===== src/rtl/chess_pkg.sv =====
// Shared types and constants for the pawn move controller slice.
package chess_pkg;

  typedef logic [5:0] square_t;

  typedef enum logic [2:0] {
    ROAM,
    PICKED,
    CHECK,
    COMMIT,
    REJECT
  } state_t;

  localparam logic WHITE = 1'b0;
  localparam logic BLACK = 1'b1;

  localparam int unsigned ALLOW_FWD   = 0;
  localparam int unsigned ALLOW_CAP_L = 1;
  localparam int unsigned ALLOW_CAP_R = 2;

endpackage


===== src/rtl/pawn_move_ctrl_if.sv =====
// Board-side signal bundle of the pawn move controller.
interface pawn_move_ctrl_if;
  import chess_pkg::*;

  logic    btnUp;
  logic    btnDown;
  logic    btnLeft;
  logic    btnRight;
  logic    btnSel;
  logic    btnCancel;
  logic    ownPawnAtCursor;
  logic [2:0] allow;
  square_t cursorPos;
  square_t queryPos;
  logic    queryColor;
  logic    moveValid;
  logic    moveReject;
  square_t moveFrom;
  square_t moveTo;
  logic    turn;

  modport master (
    input  btnUp, btnDown, btnLeft, btnRight, btnSel, btnCancel,
    input  ownPawnAtCursor, allow,
    output cursorPos, queryPos, queryColor, moveValid, moveReject,
    output moveFrom, moveTo, turn
  );

  modport slave (
    output btnUp, btnDown, btnLeft, btnRight, btnSel, btnCancel,
    output ownPawnAtCursor, allow,
    input  cursorPos, queryPos, queryColor, moveValid, moveReject,
    input  moveFrom, moveTo, turn
  );

endinterface


===== src/rtl/cursor_stepper.sv =====
// One saturating cursor step per cycle; priority Up > Down > Left > Right.
module cursor_stepper
  import chess_pkg::*;
(
  input  square_t pos,
  input  logic    up,
  input  logic    down,
  input  logic    left,
  input  logic    right,
  output square_t pos_next
);

  always_comb begin
    pos_next = pos;
    if (up) begin
      if (pos[5:3] != 3'd7) pos_next[5:3] = pos[5:3] + 3'd1;
    end else if (down) begin
      if (pos[5:3] != 3'd0) pos_next[5:3] = pos[5:3] - 3'd1;
    end else if (left) begin
      if (pos[2:0] != 3'd0) pos_next[2:0] = pos[2:0] - 3'd1;
    end else if (right) begin
      if (pos[2:0] != 3'd7) pos_next[2:0] = pos[2:0] + 3'd1;
    end
  end

endmodule


===== src/rtl/pawn_move_ctrl.sv =====
// Pawn move controller: cursor roaming, pick/target selection, pawn legality check.
module pawn_move_ctrl
  import chess_pkg::*;
#(
  parameter square_t CURSOR_INIT = 6'd12
) (
  input logic              clk,
  input logic              reset,
  pawn_move_ctrl_if.master bus
);

  state_t  state, state_nxt;
  square_t cursor, cursor_step, sel_pos, tgt_pos, query_pos, move_from, move_to;
  logic    turn_q;
  logic    buttons_live;
  logic    legal;
  logic signed [3:0] dr, rank_exp, df;

  assign buttons_live = (state == ROAM) || (state == PICKED);

  cursor_stepper u_step (
    .pos      (cursor),
    .up       (bus.btnUp    & buttons_live),
    .down     (bus.btnDown  & buttons_live),
    .left     (bus.btnLeft  & buttons_live),
    .right    (bus.btnRight & buttons_live),
    .pos_next (cursor_step)
  );

  // Off-board ranks (-1 or 8) can never match a 3-bit target rank, so they fall out as illegal.
  always_comb begin
    dr       = (turn_q == WHITE) ? 4'sd1 : -4'sd1;
    rank_exp = $signed({1'b0, sel_pos[5:3]}) + dr;
    df       = $signed({1'b0, tgt_pos[2:0]}) - $signed({1'b0, sel_pos[2:0]});
    legal    = (rank_exp == $signed({1'b0, tgt_pos[5:3]})) &&
               (((df == 4'sd0)  && bus.allow[ALLOW_FWD])   ||
                ((df == -4'sd1) && bus.allow[ALLOW_CAP_L]) ||
                ((df == 4'sd1)  && bus.allow[ALLOW_CAP_R]));
  end

  always_comb begin
    state_nxt = state;
    case (state)
      ROAM:    if (bus.btnSel && bus.ownPawnAtCursor) state_nxt = PICKED;
      PICKED:  if (bus.btnCancel) state_nxt = ROAM;
               else if (bus.btnSel) state_nxt = CHECK;
      CHECK:   state_nxt = legal ? COMMIT : REJECT;
      COMMIT:  state_nxt = ROAM;
      REJECT:  state_nxt = PICKED;
      default: state_nxt = ROAM;
    endcase
  end

  always_ff @(posedge clk) begin
    if (reset) begin
      state     <= ROAM;
      cursor    <= CURSOR_INIT;
      sel_pos   <= '0;
      tgt_pos   <= '0;
      query_pos <= '0;
      move_from <= '0;
      move_to   <= '0;
      turn_q    <= WHITE;
    end else begin
      state <= state_nxt;
      if (buttons_live) cursor <= cursor_step;
      if (state == ROAM && state_nxt == PICKED) begin
        sel_pos   <= cursor;
        query_pos <= cursor;
      end
      if (state == PICKED && state_nxt == CHECK) tgt_pos <= cursor;
      if (state == CHECK && state_nxt == COMMIT) begin
        move_from <= sel_pos;
        move_to   <= tgt_pos;
      end
      if (state == COMMIT) turn_q <= ~turn_q;
    end
  end

  // Pulses are masked by reset so an abort suppresses them in the reset cycle itself.
  always_comb begin
    bus.cursorPos  = cursor;
    bus.queryPos   = query_pos;
    bus.queryColor = turn_q;
    bus.turn       = turn_q;
    bus.moveFrom   = move_from;
    bus.moveTo     = move_to;
    bus.moveValid  = (state == COMMIT) && !reset;
    bus.moveReject = (state == REJECT) && !reset;
  end

endmodule


===== src/flat_wrapper.sv =====
// flat-port wrapper written by rule: the top's interface ports become plain ports
module pawn_move_ctrl_flat import chess_pkg::*;
#(
  parameter square_t CURSOR_INIT = 6'd12
)
  (clk, reset, bus_btnUp, bus_btnDown, bus_btnLeft, bus_btnRight, bus_btnSel, bus_btnCancel, bus_ownPawnAtCursor, bus_allow, bus_cursorPos, bus_queryPos, bus_queryColor, bus_moveValid, bus_moveReject, bus_moveFrom, bus_moveTo, bus_turn);
  pawn_move_ctrl_if bus_i ();
  input logic clk;
  input logic reset;
  input wire logic [$bits(bus_i.btnUp)-1:0] bus_btnUp;
  input wire logic [$bits(bus_i.btnDown)-1:0] bus_btnDown;
  input wire logic [$bits(bus_i.btnLeft)-1:0] bus_btnLeft;
  input wire logic [$bits(bus_i.btnRight)-1:0] bus_btnRight;
  input wire logic [$bits(bus_i.btnSel)-1:0] bus_btnSel;
  input wire logic [$bits(bus_i.btnCancel)-1:0] bus_btnCancel;
  input wire logic [$bits(bus_i.ownPawnAtCursor)-1:0] bus_ownPawnAtCursor;
  input wire logic [$bits(bus_i.allow)-1:0] bus_allow;
  output wire logic [$bits(bus_i.cursorPos)-1:0] bus_cursorPos;
  output wire logic [$bits(bus_i.queryPos)-1:0] bus_queryPos;
  output wire logic [$bits(bus_i.queryColor)-1:0] bus_queryColor;
  output wire logic [$bits(bus_i.moveValid)-1:0] bus_moveValid;
  output wire logic [$bits(bus_i.moveReject)-1:0] bus_moveReject;
  output wire logic [$bits(bus_i.moveFrom)-1:0] bus_moveFrom;
  output wire logic [$bits(bus_i.moveTo)-1:0] bus_moveTo;
  output wire logic [$bits(bus_i.turn)-1:0] bus_turn;
  assign bus_i.btnUp = bus_btnUp;
  assign bus_i.btnDown = bus_btnDown;
  assign bus_i.btnLeft = bus_btnLeft;
  assign bus_i.btnRight = bus_btnRight;
  assign bus_i.btnSel = bus_btnSel;
  assign bus_i.btnCancel = bus_btnCancel;
  assign bus_i.ownPawnAtCursor = bus_ownPawnAtCursor;
  assign bus_i.allow = bus_allow;
  assign bus_cursorPos = bus_i.cursorPos;
  assign bus_queryPos = bus_i.queryPos;
  assign bus_queryColor = bus_i.queryColor;
  assign bus_moveValid = bus_i.moveValid;
  assign bus_moveReject = bus_i.moveReject;
  assign bus_moveFrom = bus_i.moveFrom;
  assign bus_moveTo = bus_i.moveTo;
  assign bus_turn = bus_i.turn;
  pawn_move_ctrl #(.CURSOR_INIT(CURSOR_INIT)) u_core (.clk(clk), .reset(reset), .bus(bus_i));
endmodule

===== config.mk =====
export PLATFORM = sky130hd
export DESIGN_NAME = pawn_move_ctrl_flat
export DESIGN_NICKNAME = d
export VERILOG_FILES = /design/src/rtl/chess_pkg.sv /design/src/rtl/pawn_move_ctrl_if.sv /design/src/rtl/cursor_stepper.sv /design/src/rtl/pawn_move_ctrl.sv /design/src/flat_wrapper.sv
export SDC_FILE = /design/constraint.sdc
export NUM_CORES = 1
export LEC_CHECK = 0
export ABC_AREA = 1
export ABC_CLOCK_PERIOD_IN_PS = 2600
export BUFFER_PORTS_ARGS = -buffer_cell sky130_fd_sc_hd__buf_2
export CAP_MARGIN = 20
export CELL_PAD_IN_SITES_DETAIL_PLACEMENT = 1
export CELL_PAD_IN_SITES_GLOBAL_PLACEMENT = 1
export CORE_UTILIZATION = 38
export CTS_CLUSTER_DIAMETER = 40
export DETAILED_ROUTE_END_ITERATION = 8
export PLACE_DENSITY = 0.86
export REMOVE_ABC_BUFFERS = 1
export SLEW_MARGIN = 10
export SYNTH_ARGS = -nofsm -noshare
export SYNTH_HDL_FRONTEND = slang
export SYNTH_SLANG_ARGS = --single-unit

===== constraint.sdc =====
create_clock -name clk -period 2.6 [get_ports clk]
set_input_delay 0.52 -clock clk [delete_from_list [all_inputs] [get_ports clk]]
set_output_delay 0.52 -clock clk [all_outputs]
set_load 0.05 [all_outputs]

Word-level counts from Yosys, hierarchy flattened
Cells that the tools add are included.
W data, S select, Z words.
{"block": "op_classes", "muxes": 14, "n_reduce_logical": 24, "n_div": 0, "order_cmp": 0, "n_eq_ne": 14, "shifts": 0, "n_bitwise": 7, "add_sub_neg": 6, "multipliers": 0}
{"op": "$mux W3", "count": 12}
{"op": "$eq A3 B2 Y1 const B", "count": 4}
{"op": "$pmux W3 S4", "count": 1}
{"op": "$logic_and A1 B1 Y1", "count": 10}
{"op": "$reduce_bool A2 Y1", "count": 4}
{"op": "$add A3 B1 Y3 const B", "count": 2}
{"op": "$eq A3 B1 Y1 const B", "count": 2}
{"op": "$ne A3 B3 Y1 const B", "count": 2}
{"op": "$reduce_and A6 Y1", "count": 1}
{"op": "$reduce_bool A3 Y1", "count": 2}
{"op": "$sub A3 B1 Y3 const B", "count": 2}
{"op": "$add A4 B4 Y4", "count": 1}
{"op": "$and A1 B1 Y1", "count": 4}
{"op": "$eq A4 B1 Y1 const B", "count": 1}
{"op": "$eq A4 B2 Y1 const B", "count": 1}
{"op": "$eq A4 B4 Y1", "count": 1}
{"op": "$logic_not A4 Y1", "count": 1}
{"op": "$mux W4", "count": 1}
{"op": "$ne A2 B1 Y1 const B", "count": 2}
{"op": "$reduce_and A4 Y1", "count": 1}
{"op": "$sub A3 B3 Y4", "count": 1}
{"op": "$eq A3 B3 Y1 const B", "count": 1}
{"op": "$logic_not A3 Y1", "count": 1}
{"op": "$logic_or A1 B1 Y1", "count": 3}
{"op": "2 further kinds", "count": 4}
{"block": "word_totals", "reg_bits": 34, "ram_bits": 0, "latch_bits": 0, "out_inout_bits": 28, "rom_bits": 0, "word_cells": 73, "memories": 0}

Longest topological paths before layout
Gate-level depths: netlist of run 1.
{"block": "logic_depth", "ltp_word": 10, "ltp_mapped": 15}

Hierarchy
A second synthesis of run 1 with hierarchy kept.
{"block": "unflattened", "cells_unflattened": 296, "area_unflattened_um2": 2020.7}
{"module": "pawn_move_ctrl", "instances": 1, "seq_area_each_um2": 680.7, "cells_each": 235, "area_each_um2": 1672.9}
{"module": "cursor_stepper", "instances": 1, "seq_area_each_um2": 0.0, "cells_each": 61, "area_each_um2": 347.8}

Least setup slack after synthesis of run 1
OpenSTA, ideal clock, no wires.
{"block": "synth_path", "path_type": "input -> output", "start": "input port reset", "end": "output port bus_moveValid", "required_ns": 2.080, "stages": 1, "path_buffers": 0, "slack_ns": 0.007, "arrival_time_ns": 2.073, "cell_sequence": "nor4_1"}
{"block": "synth_between", "elab_chain_len": 2}
{"element": "from (decl)", "line_no": "flat_wrapper.sv:9", "rtl": "input logic reset;"}
{"element": "$logic_not A1 Y1", "line_no": "pawn_move_ctrl.sv:88", "rtl": "bus.moveValid = (state == COMMIT) && !reset;"}
{"element": "$logic_and A1 B1 Y1", "line_no": "pawn_move_ctrl.sv:88"}
{"element": "to (decl)", "line_no": "flat_wrapper.sv:21", "rtl": "output wire logic [$bits(bus_i.moveValid)-1:0] bus_moveValid;"}
No other way between the ends.

Final worst setup path of run 1
{"block": "layout_path", "start": "register u_core.turn_q, in the netlist u_core.bus.queryColor", "end": "register u_core.move_from[3], in the netlist u_core.bus.moveFrom[3]"}
{"block": "layout_between", "elab_chain_len": 8}
{"element": "from (decl)", "line_no": "pawn_move_ctrl.sv:14", "rtl": "logic turn_q;"}
{"element": "from (signal assigned)", "line_no": "pawn_move_ctrl.sv:76", "rtl": "if (state == COMMIT) turn_q <= ~turn_q;"}
{"element": "$mux W4", "line_no": "pawn_move_ctrl.sv:32", "rtl": "dr = (turn_q == WHITE) ? 4'sd1 : -4'sd1;"}
{"element": "$add A4 B4 Y4", "line_no": "pawn_move_ctrl.sv:33", "rtl": "rank_exp = $signed({1'b0, sel_pos[5:3]}) + dr;"}
{"element": "$eq A4 B4 Y1", "line_no": "pawn_move_ctrl.sv:35", "rtl": "legal = (rank_exp == $signed({1'b0, tgt_pos[5:3]})) &&"}
{"element": "$logic_and A1 B1 Y1", "line_no": "pawn_move_ctrl.sv:35"}
{"element": "$mux W3", "line_no": "pawn_move_ctrl.sv:47", "rtl": "CHECK: state_nxt = legal ? COMMIT : REJECT;"}
{"element": "$pmux W3 S4", "line_no": "pawn_move_ctrl.sv:43", "rtl": "case (state)"}
{"element": "$eq A3 B2 Y1", "line_no": "pawn_move_ctrl.sv:72", "rtl": "if (state == CHECK && state_nxt == COMMIT) begin"}
{"element": "$logic_and A1 B1 Y1", "line_no": "pawn_move_ctrl.sv:72"}
{"element": "to (signal assigned)", "line_no": "pawn_move_ctrl.sv:73", "rtl": "move_from <= sel_pos;"}
{"element": "to (decl)", "line_no": "pawn_move_ctrl.sv:13", "rtl": "square_t cursor, cursor_step, sel_pos, tgt_pos, query_pos, move_from, move_to;"}
No other way between the ends.
A chain may end at the register's enable or synchronous reset.

==> impl_metrics.toml, run 1 <==
[logic_synthesis]
synth_seq_cells = 34
ys_warn_count = 0
synth_top_area_frac = 0.377
synth_area_per_cell_um2 = 7.37
ys_types = 31
synth_area_leader_cell = "dfxtp_1"
synth_top_cells_by_area = "dfxtp_1 38%, nand2_1 9.4%, a21oi_1 8.9%"
syn_inst = 245
ys_seq_area_frac = 0.377
synth.cell_area_mm2 = 0.00181

[floorplan]
io_pins = 40
start_util = 0.404
rows = 24
die_x_um = 70.9
die_h_um = 70.9
fp.coreArea_mm2 = 0.00447
die-area_mm2 = 0.00503

[power]
p_leak_nw = 1.02
peakVddDrop_mv = 0.231
p_per_area_mw_per_mm2 = 577

[sta]
worst_slew_pin_slew_ns = 0.430
slew_headroom = 0.712
finalSetupViolCount = 0
slew_viol_final = 0
fmax_mhz = 423
finalCriticalPeriod_ns = 2.36
skew_ns = 0.00461
fin_crit_sh = 0.909
finalHoldViolCount = 0
rsz0062_at_grt = "no"

[clock_tree]
insertion_delay_ns = 0.29
cts_repair_resize_count = 0
cts_hold_buf = 0
clk_pin_slew_ns = 0.07
clockBufferDepth = 2
cts_tree = "yes"
post_cts_buffers = 0
cts_root_buf = "clkbuf_8"
h-tree-depth = 2
cts_buffers = 5
cts.sinks = 34

[detailed_routing]
drc = 0
routed_wl_um = 4600
wl_per_cell_um = 13.6
final_antenna_net_count = 0
vias_per_cell = 5.15
drt_pre_antenna_iters = 6
drt-initial-drc-count = 76
vias = 1740

[grt]
grt_overflow = 0
grtUsageTotal = 0.203
antenna_found_initial = 0
grt_pass1_wl_um = 7940
grt_pass1_vias = 1679
grt_max_degree = 27

[critical_path]
slowest_delay_ns = 0.57
path_common_cell = "nand2_1"
cp.arrival_ns = 2.55
crit_chain = "inv_1 > fa_1 > xor2_1 > nand2_1 > nor2_1 > nand2_1 > nor2_4 > buf_12 > nand3_1 > nand2_1 > nor2_1"
critPathKind = "flip-flop to flip-flop"
cp-end-kind = "flip-flop"
cp_slowest_cell = "fa_1"
cp-start-kind = "flip-flop"
critPathRequiredTime_ns = 2.79
cp_max_fo = 16

[cells_and_area]
diodes = 0
final_util = 0.475
multiInputGateArea_um2 = 933
final-seq-area_um2 = 681
finalInstanceArea_mm2 = 0.00212
nets = 306
layout-drive-gt1-share = 0.206
fillCellCount = 593
synthToLayoutAreaGrowth_pct = 17.7
layout.cells.non_filler = 338

[place]
gp_congestion = 0.768
placed_area_mm2 = 0.00203
hpwl_um = 3510
dp.cells = 330
portBuffers = 39

[status]
status = "finished, final reports clean"

[hold_path]
hold_class = "flip-flop to flip-flop"

[flow_run]
drv_cap = 0
-- critical path: cells and delay by family (launching register included) --
kind          cells  cell delay [ns]
simple gates      7             0.75
xor+xnor          1             0.16
buf+inv           2             0.32
fa+ha+maj         1             0.57
flops             1             0.46
-- kinds of logic after synthesis --
logic type / Yosys count / synth area share
AO/OA/AOI/OAI: 51 / 0.147
XOR/XNOR: 4 / 0.0194
adder cells (fa/ha/maj): 9 / 0.0790
buffers and inverters: 42 / 0.106
flip-flops: 34 / 0.377
AND/OR/NAND/NOR: 105 / 0.272
-- routing by layer --
layer  vias up  global-route usage  wire (um)
li1        877                   -          -
met1       822               0.259       2110
met2        32               0.334       2280
met3         9              0.0427        109
met4         0              0.0867        102
met5         -                   0          0
-- where the power goes --
part | switching, W | leakage, nW | internal (W)
clock | 0.000185 | 0.0482 | 0.000213
combinational | 0.000179 | 0.696 | 0.0000770
sequential | 0.0000287 | 0.277 | 0.000543
total | 0.000393 | 1.02 | 0.000833
-- cell usage in the layout (no fill, tap or decap) --
| cell | netlist | final |
|---|---|---|
| xor2_1 | 4 | 4 |
| fa_1 | 4 | 4 |
| inv_2 | 3 | 3 |
| nor4_1 | 2 | 2 |
| o31ai_1 | 1 | 1 |
| ha_1 | 5 | 5 |
| nor3_4 | 1 | 1 |
| inv_1 | 30 | 30 |
| nor2_4 | 2 | 2 |
| buf_2 | 1 | 39 |
| buf_4 | 1 | 2 |
| nand2_2 | 2 | 2 |
| nand3b_1 | 1 | 1 |
| clkinv_2 | 0 | 1 |
| nand2_4 | 1 | 1 |
| nand2_1 | 45 | 45 |
| nand4_1 | 3 | 3 |
| buf_12 | 0 | 1 |
| clkbuf_1 | 2 | 1 |
| o21bai_1 | 1 | 1 |
| o21ai_0 | 15 | 15 |
| or2_1 | 1 | 1 |
| o211ai_1 | 2 | 2 |
| clkbuf_8 | 1 | 6 |
| nand3_1 | 24 | 24 |
| nor2_1 | 21 | 21 |
| nor3_1 | 1 | 1 |
| dfxtp_1 | 34 | 34 |
| a21oi_1 | 32 | 32 |
| nor3_2 | 1 | 1 |
-- stage by stage --
stage                     TNS, ns  total power [W]  hold slack [ns]  worst slack (ns)
after floorplan             -3.91         0.000763            0.450            -0.285
after global placement          0         0.000829            0.464             0.409
after detailed placement        0         0.000841            0.466             0.260
after CTS                       0          0.00125            0.484             0.228
after global routing            0          0.00130            0.492            0.0531
final                           0          0.00123            0.478             0.237
-- synthesized netlist by cell type --
| library cell | count |
|---|---|
| a21oi_1 | 32 |
| buf_1 | 1 |
| buf_2 | 1 |
| buf_4 | 1 |
| buf_6 | 2 |
| clkbuf_1 | 2 |
| clkbuf_4 | 1 |
| clkbuf_8 | 1 |
| dfxtp_1 | 34 |
| fa_1 | 4 |
| ha_1 | 5 |
| inv_1 | 30 |
| inv_2 | 3 |
| nand2_1 | 45 |
| nand2_2 | 2 |
| nand2_4 | 1 |
| nand3_1 | 24 |
| nand3b_1 | 1 |
| nand4_1 | 3 |
| nor2_1 | 21 |
| nor2_4 | 2 |
| nor3_1 | 1 |
| nor3_2 | 1 |
| nor3_4 | 1 |
| nor4_1 | 2 |
| o211ai_1 | 2 |
| o21ai_0 | 15 |
| o21bai_1 | 1 |
| o31ai_1 | 1 |
| or2_1 | 1 |
| xor2_1 | 4 |
-- final timing paths --
check | cells after the start | end | startpoint | slack (ns)
worst max-delay path | 11 | u_core.bus.moveFrom[3]$_SDFFE_PP0P_ | u_core.bus.queryColor$_SDFFE_PP0N_ | 0.24
worst min-delay path | 2 | u_core.bus.moveTo[2]$_SDFFE_PP0P_ | u_core.bus.moveTo[2]$_SDFFE_PP0P_ | 0.48
worst max register to register | 11 | u_core.bus.moveFrom[3]$_SDFFE_PP0P_ | u_core.bus.queryColor$_SDFFE_PP0N_ | 0.24
worst min register to register | 2 | u_core.bus.moveTo[2]$_SDFFE_PP0P_ | u_core.bus.moveTo[2]$_SDFFE_PP0P_ | 0.48
-- state kept, by name (all words and copies together), names as in the netlist --
name,flops
u_core.bus.queryColor,1
u_core.tgt_pos,6
u_core.bus.queryPos,6
u_core.bus.cursorPos,6
u_core.bus.moveTo,6
u_core.state,3
u_core.bus.moveFrom,6
-- final cells by class --
type | instances | area share
clock inverters | 1 | 0.00236
repair buffers | 42 | 0.108
clock buffers | 7 | 0.0406
well taps | 52 | 0.0306
multi-input cells | 169 | 0.439
flip-flops and latches | 34 | 0.320
inverters | 33 | 0.0583
No activity file was read; power rests on OpenSTA's default activity.
==> run 2, diff against run 1 <==
--- a/config.mk
+++ b/config.mk
@@ -14,6 +14,7 @@
 export CORE_UTILIZATION = 38
 export CTS_CLUSTER_DIAMETER = 40
 export DETAILED_ROUTE_END_ITERATION = 8
+export GPL_TIMING_DRIVEN = 0
 export PLACE_DENSITY = 0.86
 export REMOVE_ABC_BUFFERS = 1
 export SLEW_MARGIN = 10
==> impl_metrics.toml, run 2 (synthesized netlist as in run 1, its figures left out) <==
[critical_path]
rr_endpoint = "u_core.state[1]$_SDFF_PP0_"
cp-start-kind = "flip-flop"
critPathTopFamily = "simple AND/OR/NAND/NOR gates"
cp.arrival_ns = 2.51
slowest_delay_ns = 0.56
crit_chain = "inv_1 > fa_1 > xor2_1 > nand2_1 > nor2_1 > nand2_1 > nor2_4 > nand2_4 > a21oi_1"
critPathKind = "flip-flop to flip-flop"
cp_max_fo = 13
cp.buffers_inverters = 1
cp_slowest_cell = "fa_1"
critPathRequiredTime_ns = 2.82
rrSetupSlack_ns = 0.30
cp-end-kind = "flip-flop"
path_common_cell = "nand2_1"
rr_worst_depth = 9
rr_startpoint = "u_core.bus.queryColor$_SDFFE_PP0N_"

[floorplan]
rows = 24
fp.coreArea_mm2 = 0.00447
die_x_um = 70.9
die_h_um = 70.9
start_util = 0.404
io_pins = 40
die-area_mm2 = 0.00503

[cells_and_area]
final_common_cell = "nand2_1"
diodes = 0
synthToLayoutAreaGrowth_pct = 18.6
final_cell_mix = "45 x nand2_1, 39 x buf_2, 34 x dfxtp_1, 32 x a21oi_1, 30 x inv_1"
nets = 305
layout-drive-gt1-share = 0.204
fillCellCount = 590

[sta]
fin_crit_sh = 0.884
skew_ns = 0.00968
fmax_mhz = 435
worst_slew_pin_slew_ns = 0.814
slew_headroom = 0.457
final.setup.tns_ns = 0
holdWs_ns = 0.473
slew_viol_final = 0
finalCriticalPeriod_ns = 2.30
finalSetupViolCount = 0
rsz0062_at_grt = "no"
finalHoldViolCount = 0

[place]
portBuffers = 39
gp_congestion = 0.761
hpwl_um = 3240

[grt]
grt_max_degree = 31
grt_pass1_vias = 1732
grt.busiest_layer = "met2"
grt_overflow = 0
antenna_found_initial = 0
use_met1 = 0.243
grtUsageMet2 = 0.348
use_met3 = 0.0385
grtUsageTotal = 0.197
grt_pass1_wl_um = 7810

[hold_path]
whs_path_depth = 2
hold_class = "flip-flop to flip-flop"
worstHoldEndpoint = "u_core.bus.moveTo[0]$_SDFFE_PP0P_"
holdCritStartpoint = "u_core.bus.moveTo[0]$_SDFFE_PP0P_"

[detailed_routing]
drt-initial-drc-count = 65
vias_per_cell = 5.04
wl_per_cell_um = 13.4
drt_pre_antenna_iters = 6
drc = 0
routed_wl_um = 4530
final_antenna_net_count = 0
vias = 1697

[clock_tree]
clockBufferDepth = 2
cts_root_buf = "clkbuf_8"
cts_buffers = 5
insertion_delay_ns = 0.29
cts_hold_buf = 0
cts_tree = "yes"
h-tree-depth = 2
cts.sinks = 34
post_cts_buffers = 0
clk_pin_slew_ns = 0.08

[power]
peakVddDrop_mv = 0.285
p_leak_nw = 1.01
p_per_area_mw_per_mm2 = 610

[flow_run]
drv_cap = 0

[status]
status = "finished, final reports clean"
[run 2: layer usage]
| layer | up-vias | part of all wire | wire length, um |
|---|---|---|---|
| li1 | 872 | - | - |
| met1 | 786 | 0.45 | 2020 |
| met2 | 32 | 0.52 | 2340 |
| met3 | 7 | 0.027 | 122 |
| met4 | 0 | 0.011 | 51 |
| met5 | - | 0 | 0 |
[run 2: how the worst max path moves through the flow]
stage / startpoint / to / slack [ns] / cells past startpoint
2_1_floorplan: u_core.bus.queryColor$_SDFFE_PP0N_ / u_core.bus.moveFrom[0]$_SDFFE_PP0P_ / -0.28 / 10
3_3_place_gp: u_core.bus.queryColor$_SDFFE_PP0N_ / u_core.bus.moveFrom[5]$_SDFFE_PP0P_ / 0.12 / 10
3_5_place_dp: u_core.bus.queryColor$_SDFFE_PP0N_ / u_core.bus.moveFrom[5]$_SDFFE_PP0P_ / 0.10 / 10
4_1_cts: u_core.bus.queryColor$_SDFFE_PP0N_ / u_core.bus.moveFrom[5]$_SDFFE_PP0P_ / 0.05 / 10
5_1_grt: u_core.bus.queryColor$_SDFFE_PP0N_ / u_core.bus.moveTo[5]$_SDFFE_PP0P_ / 0.05 / 10
6_report: u_core.bus.queryColor$_SDFFE_PP0N_ / u_core.state[1]$_SDFF_PP0_ / 0.30 / 9
[run 2: cell type report]
type | instances | area [um^2] | share of cell area
clock inverter | 2 | 37.5 | 0.0175
multi-input combinational | 170 | 951 | 0.444
timing repair buffer | 40 | 210 | 0.0982
clock buffer | 6 | 72.6 | 0.0339
tap | 52 | 65.1 | 0.0304
inverter | 33 | 124 | 0.0579
sequential | 34 | 681 | 0.318
[run 2: power by group]
group	switching (W)	leakage [nW]	internal, W	total, W
Clock	0.000195	0.0514	0.000286	0.000481
Sequential	0.0000274	0.277	0.000542	0.000570
Combinational	0.000182	0.683	0.0000734	0.000255
Total	0.000405	1.01	0.000902	0.00131
[run 2: what timing repair did]
action	CTS	global route
endpoints found under the hold margin	0	0
setup endpoints to repair	0	14
resized for setup	0	1
[run 2: worst register-to-register path, stage by stage, from the launching register on]
cell and delay (ns):
dfxtp_1 0.50, inv_1 0.13, fa_1 0.56, xor2_1 0.15
nand2_1 0.07, nor2_1 0.10, nand2_1 0.13, nor2_4 0.36
nand2_4 0.08, a21oi_1 0.14
[run 2: through the flow]
| stage | worst slack (ns) | cells | utilization | total power, W | area [um^2] |
|---|---|---|---|---|---|
| 2_1_floorplan | -0.285 | 236 | - | 0.000763 | 1740 |
| 3_5_place_dp | 0.104 | 328 | 0.451 | 0.000832 | 2020 |
| 3_3_place_gp | 0.119 | 327 | 0.447 | 0.000821 | 2000 |
| 4_1_cts | 0.0533 | 336 | 0.476 | 0.00132 | 2130 |
| 5_1_grt | 0.0546 | 337 | 0.478 | 0.00138 | 2140 |
| 6_report | 0.302 | 337 | 0.478 | 0.00131 | 2140 |
==> run 3, diff against run 2 <==
--- a/config.mk
+++ b/config.mk
@@ -15,7 +15,7 @@
 export CTS_CLUSTER_DIAMETER = 40
 export DETAILED_ROUTE_END_ITERATION = 8
 export GPL_TIMING_DRIVEN = 0
-export PLACE_DENSITY = 0.86
+export PLACE_DENSITY = 0.78
 export REMOVE_ABC_BUFFERS = 1
 export SLEW_MARGIN = 10
 export SYNTH_ARGS = -nofsm -noshare
==> impl_metrics.toml, run 3 (synthesized netlist as in run 1, its figures left out) <==
[detailed_routing]
vias = 1705
wl_per_cell_um = 13.4
drt_pre_antenna_iters = 6
vias_per_cell = 5.06
drc = 0
routed_wl_um = 4510
final_antenna_net_count = 0
drt-initial-drc-count = 45

[critical_path]
rr_startpoint = "u_core.bus.queryColor$_SDFFE_PP0N_"
crit_chain = "inv_1 > fa_1 > xor2_1 > nand2_1 > nor2_1 > nand2_1 > nor2_4 > nand3_1 > nand2_1 > nor2_1"
critPathRequiredTime_ns = 2.79
cp-start-kind = "flip-flop"
cp_max_fo = 13
cp-end-kind = "flip-flop"
path_common_cell = "nand2_1"
crit_start = "u_core.bus.queryColor$_SDFFE_PP0N_"
rrSetupSlack_ns = 0.24
endpoint = "u_core.bus.moveTo[1]$_SDFFE_PP0P_"
slowest_delay_ns = 0.56
cp_slowest_cell = "fa_1"
critPathKind = "flip-flop to flip-flop"
cp.arrival_ns = 2.55
rr_endpoint = "u_core.bus.moveTo[1]$_SDFFE_PP0P_"
rr_worst_depth = 10

[cells_and_area]
final_cell_mix = "45 x nand2_1, 39 x buf_2, 34 x dfxtp_1, 32 x a21oi_1, 30 x inv_1"
fillCellCount = 590
synthToLayoutAreaGrowth_pct = 18.6
nets = 305
final_common_cell = "nand2_1"
diodes = 0
final_util = 0.479
layout-drive-gt1-share = 0.207

[sta]
finalSetupViolCount = 0
fmax_mhz = 423
worst_slew_pin_slew_ns = 0.820
timing.final.ws_setup_ns = 0.237
rsz0062_at_grt = "no"
slew_viol_final = 0
holdWs_ns = 0.472
final.setup.tns_ns = 0
fin_crit_sh = 0.909
slew_headroom = 0.453
skew_ns = 0.00987
finalHoldViolCount = 0
finalCriticalPeriod_ns = 2.36

[clock_tree]
cts_buffers = 5
cts_tree = "yes"
clk_pin_slew_ns = 0.08
cts_root_buf = "clkbuf_8"
insertion_delay_ns = 0.30
cts.sinks = 34
cts_hold_buf = 0
clockBufferDepth = 2
h-tree-depth = 2

[place]
hpwl_um = 3150
portBuffers = 39
gp_congestion = 0.780
pre_cts_ws_ns = 0.0709

[floorplan]
die_h_um = 70.9
start_util = 0.404
die-area_mm2 = 0.00503
rows = 24
die_x_um = 70.9
io_pins = 40
fp.coreArea_mm2 = 0.00447

[grt]
grt_pass1_vias = 1579
grt_max_degree = 31
grt_overflow = 0
grt_pass1_wl_um = 7470
grtUsageTotal = 0.194
antenna_found_initial = 0

[power]
p_leak_nw = 1.01
p_per_area_mw_per_mm2 = 586
peakVddDrop_mv = 0.299

[status]
status = "finished, final reports clean"

[flow_run]
drv_cap = 0

[hold_path]
hold_class = "flip-flop to flip-flop"
## run 3: per-layer routing
layer | vias to the layer above | GRT usage | part of all wire
li1 | 875 | - | -
met1 | 797 | 0.248 | 0.45
met2 | 28 | 0.313 | 0.51
met3 | 5 | 0.0570 | 0.032
met4 | 0 | 0.0667 | 0.014
met5 | - | 0 | 0
## run 3: how the worst min path moves through the flow
stage | from | to | slack, ns | depth (start not counted)
detailed placement | u_core.bus.moveTo[1]$_SDFFE_PP0P_ | u_core.bus.moveTo[1]$_SDFFE_PP0P_ | 0.46 | 2
global placement | u_core.bus.moveTo[5]$_SDFFE_PP0P_ | u_core.bus.moveTo[5]$_SDFFE_PP0P_ | 0.45 | 2
global route | reset | u_core.state[0]$_SDFF_PP0_ | 0.49 | 2
finish | u_core.bus.moveTo[1]$_SDFFE_PP0P_ | u_core.bus.moveTo[1]$_SDFFE_PP0P_ | 0.47 | 2
floorplan | u_core.tgt_pos[2]$_SDFFE_PP0P_ | u_core.tgt_pos[2]$_SDFFE_PP0P_ | 0.45 | 2
CTS | reset | u_core.state[1]$_SDFF_PP0_ | 0.47 | 2
## run 3: final cells by class
| class | instances | area [um^2] | share of cell area |
|---|---|---|---|
| clock buffers | 6 | 82.6 | 0.0386 |
| flip-flops and latches | 34 | 681 | 0.318 |
| well taps | 52 | 65.1 | 0.0304 |
| multi-input cells | 170 | 951 | 0.444 |
| inverters | 33 | 124 | 0.0578 |
| repair buffers | 40 | 223 | 0.104 |
| clock inverters | 2 | 16.3 | 0.00759 |
## run 3: where the power goes
part / switching (W) / internal, W
registers: 0.0000282 / 0.000542
logic: 0.000179 / 0.0000741
clock network: 0.000214 / 0.000218
## run 3: per-stage QoR
| stage | total power (W) | area, um^2 | instances |
|---|---|---|---|
| finish | 0.00126 | 2140 | 337 |
| global route | 0.00133 | 2140 | 337 |
| CTS | 0.00127 | 2130 | 336 |
| detailed placement | 0.000832 | 2030 | 328 |
| global placement | 0.000821 | 2000 | 327 |
| floorplan | 0.000763 | 1740 | 236 |
## run 3: worst max-delay path, delay by kind of cell, from the launching register on
| family | cells | cell delay (ns) |
|---|---|---|
| simple gates | 7 | 0.92 |
| fa+ha+maj | 1 | 0.56 |
| flops | 1 | 0.49 |
| xor+xnor | 1 | 0.15 |
| buf+inv | 1 | 0.13 |
## run 3: what timing repair did
| item | in CTS | in global routing |
|---|---|---|
| resized for setup | 0 | 1 |
| buffers inserted | 0 | 0 |
| endpoints found under the setup margin | 0 | 14 |
